<file path="config.mk">
export PLATFORM = sky130hd
export DESIGN_NAME = hazard_ctrl
export DESIGN_NICKNAME = d
export VERILOG_FILES = /design/src/rtl/hazard_ctrl_pkg.sv /design/src/rtl/hazard_ctrl_sat_counter.sv /design/src/rtl/hazard_ctrl.sv
export SDC_FILE = /design/constraint.sdc
export NUM_CORES = 1
export LEC_CHECK = 0
export CELL_PAD_IN_SITES_DETAIL_PLACEMENT = 0
export CELL_PAD_IN_SITES_GLOBAL_PLACEMENT = 1
export CORE_ASPECT_RATIO = 1.1
export CORE_UTILIZATION = 41
export DETAILED_ROUTE_END_ITERATION = 12
export PLACE_DENSITY = 0.83
export SLEW_MARGIN = 20
export SYNTH_ARGS = -nofsm -noshare
export SYNTH_HDL_FRONTEND = slang
export SYNTH_SLANG_ARGS = --single-unit
</file>
<file path="constraint.sdc">
create_clock -name clk -period 5.5 [get_ports clk]
set_input_delay 1.1 -clock clk [delete_from_list [all_inputs] [get_ports clk]]
set_output_delay 1.1 -clock clk [all_outputs]
set_load 0.005 [all_outputs]
</file>
<file path="src/rtl/hazard_ctrl_pkg.sv">
// hazard_pkg: shared types and defaults for the LEGv8 hazard controller.
//   state_t   - scheduler FSM states
//   XZR       - zero register index, never a hazard source
//   DEF_*     - default parameter values
package hazard_pkg;

    typedef enum logic [1:0] {
        RUN      = 2'd0,
        MEM_WAIT = 2'd1,
        ERR      = 2'd2
    } state_t;

    localparam logic [4:0] XZR = 5'd31;

    localparam int DEF_REG_W    = 5;
    localparam int DEF_PERF_W   = 32;
    localparam int DEF_WAIT_MAX = 15;
    localparam int WAIT_CNT_W   = 8;

endpackage

</file>
<file path="src/rtl/hazard_ctrl_sat_counter.sv">
// sat_counter: W-bit up counter that sticks at all-ones.
//   clk   - clock
//   reset - asynchronous active-low reset, clears q
//   inc   - count enable for this cycle
//   q     - current count
module sat_counter #(
    parameter int W = 32
) (
    input  logic         clk,
    input  logic         reset,
    input  logic         inc,
    output logic [W-1:0] q
);

    always_ff @(posedge clk or negedge reset) begin
        if (!reset)
            q <= '0;
        else if (inc && (q != {W{1'b1}}))
            q <= q + 1'b1;
    end

endmodule

</file>
<file path="src/rtl/hazard_ctrl.sv">
// hazard_ctrl: stall/flush scheduler for the 5-stage LEGv8 pipeline.
//   Inputs : rn_D/rm_D/uses_rm_D (ID sources), rd_E/memRead_E (EX load),
//            PCSrc_M (taken branch in MEM), dm_req_M/dm_ready (data memory
//            handshake), clk, reset (async active-low).
//   Outputs: stall_F/D/E/M (hold PC and pipeline regs), flush_D/E/M/W
//            (bubble pipeline regs), dm_timeout (sticky), stall_cnt and
//            flush_cnt (saturating performance counters).
// Controls are Mealy outputs of the registered state; nothing adds latency.
module hazard_ctrl
    import hazard_pkg::*;
#(
    parameter int REG_W    = DEF_REG_W,
    parameter int PERF_W   = DEF_PERF_W,
    parameter int WAIT_MAX = DEF_WAIT_MAX
) (
    input  logic              clk,
    input  logic              reset,
    input  logic [REG_W-1:0]  rn_D,
    input  logic [REG_W-1:0]  rm_D,
    input  logic              uses_rm_D,
    input  logic [REG_W-1:0]  rd_E,
    input  logic              memRead_E,
    input  logic              PCSrc_M,
    input  logic              dm_req_M,
    input  logic              dm_ready,
    output logic              stall_F,
    output logic              stall_D,
    output logic              stall_E,
    output logic              stall_M,
    output logic              flush_D,
    output logic              flush_E,
    output logic              flush_M,
    output logic              flush_W,
    output logic              dm_timeout,
    output logic [PERF_W-1:0] stall_cnt,
    output logic [PERF_W-1:0] flush_cnt
);

    localparam logic [WAIT_CNT_W-1:0] WAIT_LIM = WAIT_CNT_W'(WAIT_MAX);

    state_t                state, state_nxt;
    logic [WAIT_CNT_W-1:0] wait_cnt, wait_nxt;

    logic lu_cond, mem_stall, run_eval, branch, load_use, hold_all;

    // XZR reads as zero, so a load targeting it can never feed a consumer.
    assign lu_cond = memRead_E && (rd_E != REG_W'(XZR)) &&
                     ((rd_E == rn_D) || (uses_rm_D && (rd_E == rm_D)));

    assign mem_stall = ((state == RUN) && dm_req_M && !dm_ready) ||
                       ((state == MEM_WAIT) && !dm_ready);

    // Cycles in which the pipeline advances: normal RUN, or the release
    // cycle of a wait, where a deferred branch / load-use is handled at once.
    assign run_eval = ((state == RUN) && !(dm_req_M && !dm_ready)) ||
                      ((state == MEM_WAIT) && dm_ready);

    assign branch   = reset && run_eval && PCSrc_M;
    assign load_use = reset && run_eval && !PCSrc_M && lu_cond;
    assign hold_all = reset && ((state == ERR) || mem_stall);

    assign stall_F = hold_all || load_use;
    assign stall_D = hold_all || load_use;
    assign stall_E = hold_all;
    assign stall_M = hold_all;
    assign flush_D = branch;
    assign flush_E = branch || load_use;
    assign flush_M = branch;
    // The stalled MEM instruction must not also retire into WB each cycle.
    assign flush_W = hold_all;

    always_comb begin
        state_nxt = state;
        wait_nxt  = wait_cnt;
        case (state)
            RUN: begin
                if (dm_req_M && !dm_ready) begin
                    state_nxt = MEM_WAIT;
                    wait_nxt  = WAIT_CNT_W'(1);
                end
            end
            MEM_WAIT: begin
                if (dm_ready) begin
                    state_nxt = RUN;
                    wait_nxt  = '0;
                end else if (wait_cnt == WAIT_LIM) begin
                    state_nxt = ERR;
                end else begin
                    wait_nxt  = wait_cnt + 1'b1;
                end
            end
            default: state_nxt = ERR;
        endcase
    end

    always_ff @(posedge clk or negedge reset) begin
        if (!reset) begin
            state      <= RUN;
            wait_cnt   <= '0;
            dm_timeout <= 1'b0;
        end else begin
            state    <= state_nxt;
            wait_cnt <= wait_nxt;
            if ((state == MEM_WAIT) && !dm_ready && (wait_cnt == WAIT_LIM))
                dm_timeout <= 1'b1;
        end
    end

    sat_counter #(.W(PERF_W)) u_stall_cnt (
        .clk   (clk),
        .reset (reset),
        .inc   (stall_F),
        .q     (stall_cnt)
    );

    sat_counter #(.W(PERF_W)) u_flush_cnt (
        .clk   (clk),
        .reset (reset),
        .inc   (branch),
        .q     (flush_cnt)
    );

endmodule

</file>
==> impl_metrics.yaml <==
synth:
  postSynthRegisterBits: 75
  yosysWarnings: 0
  synth_top_cell_by_area: "dfrtp_1"
  synth_edf_count: 0
  synth_seq_area_share: 0.501
  synth_top_area_frac: 0.501
  synth_area_leaders: "dfrtp_1 50%, xnor2_1 14%, nand3_1 6.1%"
  synthDistinctLibCells: 44
  synthCells: 356
  synth.net_count: 381
  async_reset_ff_frac: 1.00
  synthFlopType: "dfrtp_1"
  synth_area_per_cell_sq_um: 10.5
  netlist_area_sq_um: 3750
floorplan:
  start_util: 0.422
  design.die.area_sq_um: 9520
  die_h_um: 102
  die_x_um: 93.1
  ios: 95
  core_area_sq_um: 8870
  rows: 36
grt:
  grt_max_degree: 57
  grt_remaining_overflow: 0
  antenna_found_initial: 0
  grt_use_total: 0.183
  grt_pass1_wl_um: 13300
  grt_pass1_vias: 2807
final_layout:
  area_growth_pct: 33.1
  stdcell_area_sq_um: 4990
  layout_commonest_cell: "clkdlybuf4s50_1"
  final_nets: 479
  fin_util: 0.562
  mostFrequentLayoutCells: "93 x clkdlybuf4s50_1, 75 x dfrtp_1, 61 x xnor2_1"
  diodes: 0
  drive_above_1_share: 0.0677
clock_tree:
  cts_root_buffer: "clkbuf_8"
  cts_num_sinks: 75
  hold_buffers: 0
  cts_tree: "built"
  clockBufferDepth: 2
  htreeDepth: 3
  cts_inserted_buffers: 9
  clock_latency_ps: 350
  post_cts_buffers: 0
  cts-resized-gates: 0
  clk_pin_slew_ps: 70
sta:
  tns_ps: 0
  period_share: 0.745
  hold_viol: 0
  drv_slew: 0
  clock.fmax_mhz: 244
  fin_crit_ps: 4100
  fin_skew_ps: 10.6
  worstMarginPinSlew_ps: 774
  setup_viol: 0
  whs_ps: 476
  timing.slew.headroom: 0.480
  rsz0062_at_grt: "false"
worst_hold_path:
  min_path_type: "register to register"
setup_path:
  path_max_fanout: 6
  endpoint_kind: "primary output"
  required_ps: 4400
  path_class: "input pin to primary output"
  arrival_ps: 3000
  cp-start-kind: "input pin"
detailed_routing:
  detail_route.first_pass.iterations: 4
  wl_per_cell_um: 14.2
  drc: 0
  first_iter_violations: 84
  vias: 2938
  antenna_left: 0
  drt-vias-per-instance: 5.14
  routed_wl_um: 8140
placement:
  hpwl_um: 6030
  routabilityCongestion: 0.808
  dpl_cell_area_sq_um: 4790
  port_buffers: 94
power_and_ir_drop:
  total_power_mw: 1.37
  p_leak_nw: 2.06
  pwr_density_cell_nw_per_um2: 275
  vdd_drop_max_v: 0.000183
job:
  max_cap_viol_count: 0
outcome:
  outcome: "finished clean"
-- cell families after synthesis --
group                    count (synthesis)  share of synthesized area
multiplexers                             3                    0.00868
adder cells (fa/ha/maj)                  3                     0.0100
AND/OR/NAND/NOR                        170                      0.254
flip-flops                              75                      0.501
buffers and inverters                   15                     0.0200
AO/OA/AOI/OAI                           14                     0.0287
XOR/XNOR                                76                      0.178
-- critical path, cell delays in order --
cell,delay [ps]
clkdlybuf4s50_1,560
o21bai_2,190
and3b_1,180
and4b_1,210
o21ai_2,110
nand2_1,110
clkdlybuf4s50_1,540
-- state kept, by name (all words and copies together), names as in the netlist --
register,count
u_flush_cnt.q,32
u_stall_cnt.q,32
wait_cnt,8
state,2
dm_timeout,1
-- per-layer routing --
layer	up-vias	global-route usage	wire length [um]
li1	1431	-	-
met1	1417	0.223	3580
met2	79	0.300	3910
met3	11	0.0491	520
met4	0	0.0899	137
met5	-	0	0
-- synth_stat cells, types with 5 or more instances --
cell      n
and3_1   18
xnor2_1  61
inv_1     7
dfrtp_1  75
nor2_1   22
nand2_1  29
nand4_1  16
a21oi_1   5
nor3_1    8
xor2_1   15
nand3_1  46
-- final cells by class --
cell class	count	area (sq um)
Tap cell	114	143
Timing Repair Buffer	95	946
Clock buffer	11	151
Clock inverter	4	48.8
Sequential cell	75	1880
Multi-Input combinational cell	266	1790
Inverter	7	26.3
Fill cell	793	3890
-- report_power, final --
part / internal (mW) / switching [mW] / leakage (nW) / total [mW]
clock network: 0.232 / 0.199 / 0.106 / 0.431
registers: 0.603 / 0.0739 / 1.02 / 0.677
logic: 0.148 / 0.113 / 0.938 / 0.261
-- metrics by stage --
step,std cells,worst slack (ps)
after floorplan,356,2370
after global placement,557,1380
after detailed placement,557,1410
after CTS,572,1400
after global routing,572,1250
final,572,1400
-- path summary, 6_finish.rpt --
kind	cells past startpoint	to	slack [ps]	from
max	7	stall_D	1400	dm_ready
min	1	dm_timeout	480	dm_timeout
max reg2reg	7	u_stall_cnt.q[1]	3190	u_stall_cnt.q[0]
min reg2reg	1	dm_timeout	480	dm_timeout
max in group asynchronous	2	u_stall_cnt.q[6]	3860	reset
min in group asynchronous	1	u_stall_cnt.q[29]	640	reset
No activity file was read; power rests on OpenSTA's default activity.
